## src/rtl/cond_exec_stage.sv

```systemverilog
// rtl/cond_exec_stage.sv - decode-to-execute register with condition evaluation and flag state
//
// Registers the decoder control bundle and condition field into the execute
// stage, holds the architectural NZCV flags, evaluates the instruction
// condition against them and gates every architectural side effect with the
// result. Also keeps a saturating count of squashed (condition-failed)
// instructions.
//
// Ports:
//   clk, reset          clock; asynchronous active-low reset
//   FlushE              load a bubble into the execute register this edge
//   CondD               condition field of the decode-stage instruction
//   PCSD .. BLControlD  decoder single-bit controls
//   ALUControlD         decoder ALU operation
//   FlagWD              [1] write N,Z ; [0] write C,V
//   ALUFlagsE           {N,Z,C,V} from the ALU for the instruction in E
//   PCSrcE, RegWriteE, MemWriteE, BranchTakenE   condition-gated side effects
//   MemtoRegE, ALUSrcE, ByteEnableE, BLControlE, ALUControlE   registered controls
//   CondExE             condition passed and E holds a valid instruction
//   FlagsQ              current {N,Z,C,V}
//   SquashCnt           saturating count of condition-failed instructions

module cond_exec_stage #(
  parameter int CNT_W = 16
) (
  input  logic             clk,
  input  logic             reset,
  input  logic             FlushE,
  input  logic [3:0]       CondD,
  input  logic             PCSD,
  input  logic             RegWD,
  input  logic             MemtoRegD,
  input  logic             MemWD,
  input  logic             BranchD,
  input  logic             ALUSrcD,
  input  logic             ByteEnableD,
  input  logic             BLControlD,
  input  logic [3:0]       ALUControlD,
  input  logic [1:0]       FlagWD,
  input  logic [3:0]       ALUFlagsE,
  output logic             PCSrcE,
  output logic             RegWriteE,
  output logic             MemWriteE,
  output logic             BranchTakenE,
  output logic             MemtoRegE,
  output logic             ALUSrcE,
  output logic             ByteEnableE,
  output logic             BLControlE,
  output logic [3:0]       ALUControlE,
  output logic             CondExE,
  output logic [3:0]       FlagsQ,
  output logic [CNT_W-1:0] SquashCnt
);

  localparam logic [3:0] COND_AL = 4'b1110;

  // Execute-stage register contents
  logic             valid_q,    valid_d;
  logic [3:0]       cond_q,     cond_d;
  logic             pcs_q,      pcs_d;
  logic             regw_q,     regw_d;
  logic             memtoreg_q, memtoreg_d;
  logic             memw_q,     memw_d;
  logic             branch_q,   branch_d;
  logic             alusrc_q,   alusrc_d;
  logic             byteen_q,   byteen_d;
  logic             bl_q,       bl_d;
  logic [3:0]       aluctrl_q,  aluctrl_d;
  logic [1:0]       flagw_q,    flagw_d;

  // Architectural state
  logic [3:0]       flags_q,    flags_d;
  logic [CNT_W-1:0] squash_q,   squash_d;

  logic             cond_pass;
  logic             cond_ex;
  logic             flag_n, flag_z, flag_c, flag_v;

  assign flag_n = flags_q[3];
  assign flag_z = flags_q[2];
  assign flag_c = flags_q[1];
  assign flag_v = flags_q[0];

  // Condition evaluation against the committed flags only; flags produced by
  // the instruction currently in E are not forwarded to itself.
  always_comb begin
    cond_pass = 1'b0;
    unique case (cond_q)
      4'b0000: cond_pass = flag_z;
      4'b0001: cond_pass = ~flag_z;
      4'b0010: cond_pass = flag_c;
      4'b0011: cond_pass = ~flag_c;
      4'b0100: cond_pass = flag_n;
      4'b0101: cond_pass = ~flag_n;
      4'b0110: cond_pass = flag_v;
      4'b0111: cond_pass = ~flag_v;
      4'b1000: cond_pass = flag_c & ~flag_z;
      4'b1001: cond_pass = ~flag_c | flag_z;
      4'b1010: cond_pass = (flag_n == flag_v);
      4'b1011: cond_pass = (flag_n != flag_v);
      4'b1100: cond_pass = ~flag_z & (flag_n == flag_v);
      4'b1101: cond_pass = flag_z | (flag_n != flag_v);
      4'b1110: cond_pass = 1'b1;
      default: cond_pass = 1'b0;
    endcase
  end

  assign cond_ex = valid_q & cond_pass;

  // Next E contents: the flush wins over an incoming instruction.
  always_comb begin
    valid_d    = 1'b1;
    cond_d     = CondD;
    pcs_d      = PCSD;
    regw_d     = RegWD;
    memtoreg_d = MemtoRegD;
    memw_d     = MemWD;
    branch_d   = BranchD;
    alusrc_d   = ALUSrcD;
    byteen_d   = ByteEnableD;
    bl_d       = BLControlD;
    aluctrl_d  = ALUControlD;
    flagw_d    = FlagWD;
    if (FlushE) begin
      valid_d    = 1'b0;
      cond_d     = COND_AL;
      pcs_d      = 1'b0;
      regw_d     = 1'b0;
      memtoreg_d = 1'b0;
      memw_d     = 1'b0;
      branch_d   = 1'b0;
      alusrc_d   = 1'b0;
      byteen_d   = 1'b0;
      bl_d       = 1'b0;
      aluctrl_d  = 4'b0000;
      flagw_d    = 2'b00;
    end
  end

  // Flag update: the two halves are enabled independently so logical ops can
  // update N,Z while preserving C,V.
  always_comb begin
    flags_d = flags_q;
    if (cond_ex) begin
      if (flagw_q[1]) flags_d[3:2] = ALUFlagsE[3:2];
      if (flagw_q[0]) flags_d[1:0] = ALUFlagsE[1:0];
    end
  end

  // Squash counter saturates rather than wrapping.
  always_comb begin
    squash_d = squash_q;
    if (valid_q && !cond_pass && (squash_q != {CNT_W{1'b1}})) begin
      squash_d = squash_q + {{(CNT_W-1){1'b0}}, 1'b1};
    end
  end

  always_ff @(posedge clk or negedge reset) begin
    if (!reset) begin
      valid_q    <= 1'b0;
      cond_q     <= COND_AL;
      pcs_q      <= 1'b0;
      regw_q     <= 1'b0;
      memtoreg_q <= 1'b0;
      memw_q     <= 1'b0;
      branch_q   <= 1'b0;
      alusrc_q   <= 1'b0;
      byteen_q   <= 1'b0;
      bl_q       <= 1'b0;
      aluctrl_q  <= 4'b0000;
      flagw_q    <= 2'b00;
      flags_q    <= 4'b0000;
      squash_q   <= '0;
    end else begin
      valid_q    <= valid_d;
      cond_q     <= cond_d;
      pcs_q      <= pcs_d;
      regw_q     <= regw_d;
      memtoreg_q <= memtoreg_d;
      memw_q     <= memw_d;
      branch_q   <= branch_d;
      alusrc_q   <= alusrc_d;
      byteen_q   <= byteen_d;
      bl_q       <= bl_d;
      aluctrl_q  <= aluctrl_d;
      flagw_q    <= flagw_d;
      flags_q    <= flags_d;
      squash_q   <= squash_d;
    end
  end

  assign PCSrcE       = pcs_q    & cond_ex;
  assign RegWriteE    = regw_q   & cond_ex;
  assign MemWriteE    = memw_q   & cond_ex;
  assign BranchTakenE = branch_q & cond_ex;

  assign MemtoRegE    = memtoreg_q;
  assign ALUSrcE      = alusrc_q;
  assign ByteEnableE  = byteen_q;
  assign BLControlE   = bl_q;
  assign ALUControlE  = aluctrl_q;

  assign CondExE      = cond_ex;
  assign FlagsQ       = flags_q;
  assign SquashCnt    = squash_q;

endmodule

```

## config.mk

```make
export PLATFORM = sky130hd
export DESIGN_NAME = cond_exec_stage
export DESIGN_NICKNAME = d
export VERILOG_FILES = /design/src/rtl/cond_exec_stage.sv
export SDC_FILE = /design/constraint.sdc
export NUM_CORES = 1
export LEC_CHECK = 0
export ABC_AREA = 1
export BUFFER_PORTS_ARGS = -buffer_cell sky130_fd_sc_hd__buf_2
export CAP_MARGIN = 20
export CORE_UTILIZATION = 23
export CTS_CLUSTER_DIAMETER = 80
export DETAILED_ROUTE_END_ITERATION = 16
export PLACE_DENSITY_LB_ADDON = 0.3
export SLEW_MARGIN = 20
export SYNTH_ARGS = -nofsm -noshare
export SYNTH_HDL_FRONTEND = slang
export SYNTH_SLANG_ARGS = --single-unit
```

## constraint.sdc

```tcl
create_clock -name clk -period 2.1 [get_ports clk]
set_input_delay 0.105 -clock clk [delete_from_list [all_inputs] [get_ports clk]]
set_output_delay 0.105 -clock clk [all_outputs]
set_load 0.02 [all_outputs]
```

==> metrics.csv <==
stage,metric,value,unit
grt,global-route wire length before repair,9.36,mm
route,DRC,0,
yosys,xor/xnor share of the synthesized area,5.17,%
yosys,synthesis-stage register bit count,39,
worst_setup_path,Startpoint Class,flop,
min_path,number of instances on the worst hold path,3,
timing,Final Cycle Share,96.1,%
yosys,adder-cell share of the synthesized area,0.569,%
pwr,switching power of the nets,0.900,mW
route,post-detailed-route wirelength per cell,11.3,µm
timing,maximum operating frequency,495,MHz
yosys,Avg Inst Size Synth,7.70,µm²
die,die footprint,0.00996,mm²
final_layout,signed area change from the synthesized netlist to the final layout,36.9,%
place,Final HPWL DP,3.94,mm
clocking,maximum buffer depth of the clock tree,2,
route,final antenna-violating net count,0,
run,MaxCap Viol Count,0,
yosys,fraction of synthesized cell area taken by the top area cell type,40.9,%
place,total placed instance area,0.00264,mm²
worst_setup_path,data required time of the worst path,2000,ps
grt,antenna violations before repair,0,
yosys,share of the synthesized area in compound gates (AO/OA/AOI/OAI),0.682,%
pwr,Sw Share,39.1,%
route,starting DRC count in detailed routing,75,
yosys,top_reg_cell synth,dfrtp_1,
yosys,number of distinct library cell variants in the gate-level netlist after synthesis,26,
yosys,dominant combinational cell family by area after synthesis,simple AND/OR/NAND/NOR gates,
yosys,cells taking the most area after synthesis,"dfrtp_1 (41%), nand2_1 (15%), nor2_1 (6.8%), nand4_1 (6.3%), inv_1 (6.0%)",
pwr,worst voltage drop across the vdd grid,0.336,mV
worst_setup_path,largest incremental delay on the critical path,550,ps
yosys,proportion of synthesized flip-flops having asynchronous set or reset,100,%
worst_setup_path,slack of the worst reg-to-reg path,270,ps
die,y dimension of the die,99.8,µm
run_status,result of the run,completed,
die,Placement Rows,35,
clocking,Clock H-tree levels,2,
grt,All-Layer GR Usage,11.8,%
final_layout,layout cell share with drive strength beyond 1,30.5,%
yosys,Synth Warn #,0,
grt,grt total ovfl,0,
final_layout,Inserted Diodes,0,
die,placeable core region,0.00924,mm²
worst_setup_path,slowest library cell on the worst path,dfstp_2,
yosys,"Net Count, Synth",312,
clocking,"Clk Latency, worst-skew pair",290,ps
timing,maximum clock skew at final layout,7.78,ps
grt,number of global-route vias before repair,2004,
pwr,fraction of power consumed by sequential logic,43.1,%
route,via-per-instance ratio,4.24,
yosys,share of cell area taken by muxes after synthesis,0,%
timing,endpoints failing setup,0,
final_layout,area of all placed cells without fillers,0.00301,mm²
place,routability-driven placement congestion ratio,0.809,
timing,Max Slew Vio Count,0,
yosys,Synth area leader,dfrtp_1,
pwr,share of total power in the clock network,24.0,%
timing,unrepaired setup endpoints after global routing,true,
route,Routed WL,5.64,mm
timing,min Tclk post-route,2020,ps
yosys,area of the mapped netlist,0.00220,mm²
pwr,fraction of power consumed by combinational cells,32.9,%
worst_setup_path,CP Data Arrival Time,1910,ps
timing,final sum of negative setup slack,0,ps
clocking,TritonCTS Buffers,5,
final_layout,Final #Nets,395,
timing,smallest hold slack,11.6,ps
worst_setup_path,"Max FO, Critical Path",5,
clocking,number of sinks on the clock net,39,
yosys,area share of and/or/nand/nor cells after synthesis,40.3,%
min_path,kind of path behind the tightest hold check,input pin to flop,
route,count of TritonRoute iterations in the first routing pass,4,
timing,number of hold violations in the final report,0,
pwr,Pleak,1.64,nW
timing,Slew Limit Headroom,39.5,%
worst_setup_path,Worst Reg-to-Reg Cells,9,
route,number of vias after detailed routing,2115,
clocking,clk slew on worst S/H paths,90,ps
pwr,internal power summed over all cells,1.40,mW
yosys,Post-synth EDFFs,0,
grt,pin count of the biggest net entering global routing,40,
yosys,sequential fraction of the synthesis area,44.5,%
clocking,CTS tree,built,
yosys,number of instances in the synthesized netlist,286,
worst_setup_path,path type of the worst setup path,flop to output pin,
die,# IOs,58,
die,effective utilization at floorplan,23.8,%
worst_setup_path,sequence of cells on the critical path,"inv_1, nand2_1, nand2_1, nand3_1, nand3_1, nor2_4, nand2_4, nand2_4, nor2_1, buf_4",
timing,transition time at the pin with the least slew margin,908,ps
pwr,total power divided by cell area,764,mW/mm²
clocking,root buf cell,clkbuf_8,
die,chip width,99.8,µm
worst_setup_path,Critical Path End Type,output pin,
place,IO buf count,57,
[layout by cell type, fill, tap and decap left out, drive strengths merged]
| master | netlist | layout |
|---|---|---|
| dfstp | 3 | 3 |
| nand4 | 24 | 24 |
| nand2 | 96 | 96 |
| nor3 | 2 | 2 |
| clkinv | 0 | 1 |
| clkinvlp | 0 | 1 |
| nand3 | 14 | 14 |
| dfrtp | 36 | 36 |
| nand3b | 1 | 1 |
| a21oi | 1 | 1 |
| xnor2 | 6 | 6 |
| o22ai | 1 | 1 |
| dlygate4sd3 | 0 | 16 |
| inv | 38 | 38 |
| clkbuf | 2 | 6 |
| ha | 1 | 1 |
| xor2 | 7 | 7 |
| or2 | 3 | 3 |
| nor2 | 45 | 45 |
| buf | 6 | 68 |
[worst max-delay path: cells and delay by family (launching register included)]
kind | cells | cell delay, ps
simple gates | 8 | 850
flops | 1 | 550
buf+inv | 2 | 230
[power by group through the flow]
stage	registers (mW)	clock network (mW)	logic, mW
after floorplan	1.06	0	0.389
after global placement	0.995	0	0.670
after detailed placement	0.999	0	0.670
after CTS	0.985	0.580	0.697
after global routing	1.01	0.607	0.850
final	0.991	0.552	0.757
[per-layer routing]
metal / share of wire, % / wire, µm / vias to the layer above / GRT usage (%)
met4: 0.92 / 52 / 0 / 3.73
met2: 48 / 2740 / 50 / 19.9
met3: 3.4 / 190 / 4 / 2.09
li1: - / - / 1052 / -
met1: 47 / 2660 / 1009 / 15.4
met5: 0 / 0 / - / 0
[final cells by class]
class	instances	area (µm²)
fillers	969	6230
multi-input cells	201	1090
flip-flops and latches	39	980
repair buffers	84	542
well taps	129	161
inverters	38	143
clock buffers	6	82.6
clock inverters	2	16.3
[registers in the layout, indices dropped and copies added, names as in the netlist]
signal	flops
ALUControlE	4
ALUSrcE	1
BLControlE	1
ByteEnableE	1
FlagsQ	4
MemtoRegE	1
SquashCnt	16
branch_q	1
cond_q	4
flagw_q	2
memw_q	1
pcs_q	1
regw_q	1
valid_q	1
[Yosys cell counts, drive strengths merged, types with 2 or more instances]
library cell and count:
buf 6, clkbuf 2, dfrtp 36, dfstp 3, inv 38, nand2 96, nand3 14, nand4 24
nor2 45, nor3 2, or2 3, xnor2 6, xor2 7
[worst paths after layout]
check / from / endpoint
max in group asynchronous: reset / ALUControlE[3]$_DFF_PN0_
worst max register to register: cond_q[1]$_DFF_PN1_ / SquashCnt[11]$_DFFE_PN0P_
worst max-delay path: cond_q[1]$_DFF_PN1_ / MemWriteE
worst min register to register: SquashCnt[1]$_DFFE_PN0P_ / SquashCnt[1]$_DFFE_PN0P_
worst min-delay path: BLControlD / BLControlE$_DFF_PN0_
min in group asynchronous: reset / SquashCnt[1]$_DFFE_PN0P_
[cell families (layout without fill, tap and decap cells)]
logic type	count (synthesis)	count (layout)
AOI/OAI and AO/OA	2	2
xor gates and xnor gates	13	13
adders and majority gates	1	1
buffers and inverters	46	130
DFF	39	39
and+or+nand+nor	185	185
[repair_timing]
action | CTS | global route
hold buffers | 15 | 1
buffers inserted | 0 | 6
pin swaps | 0 | 5
gates resized for setup | 3 | 18
endpoints found under the setup margin | 5 | 5
endpoints found under the hold margin | 50 | 1
[through the flow]
step / utilization, % / power (mW) / cells / setup WS [ps]
4_1_cts: 31.3 / 2.26 / 492 / 16.8
3_3_place_gp: 28.5 / 1.66 / 469 / 224
6_report: 32.6 / 2.30 / 499 / 81.3
5_1_grt: 32.6 / 2.47 / 499 / -28.4
3_5_place_dp: 28.5 / 1.67 / 469 / 217
2_1_floorplan: - / 1.45 / 286 / 398
Note: power is estimated with default switching activity, not from simulation.
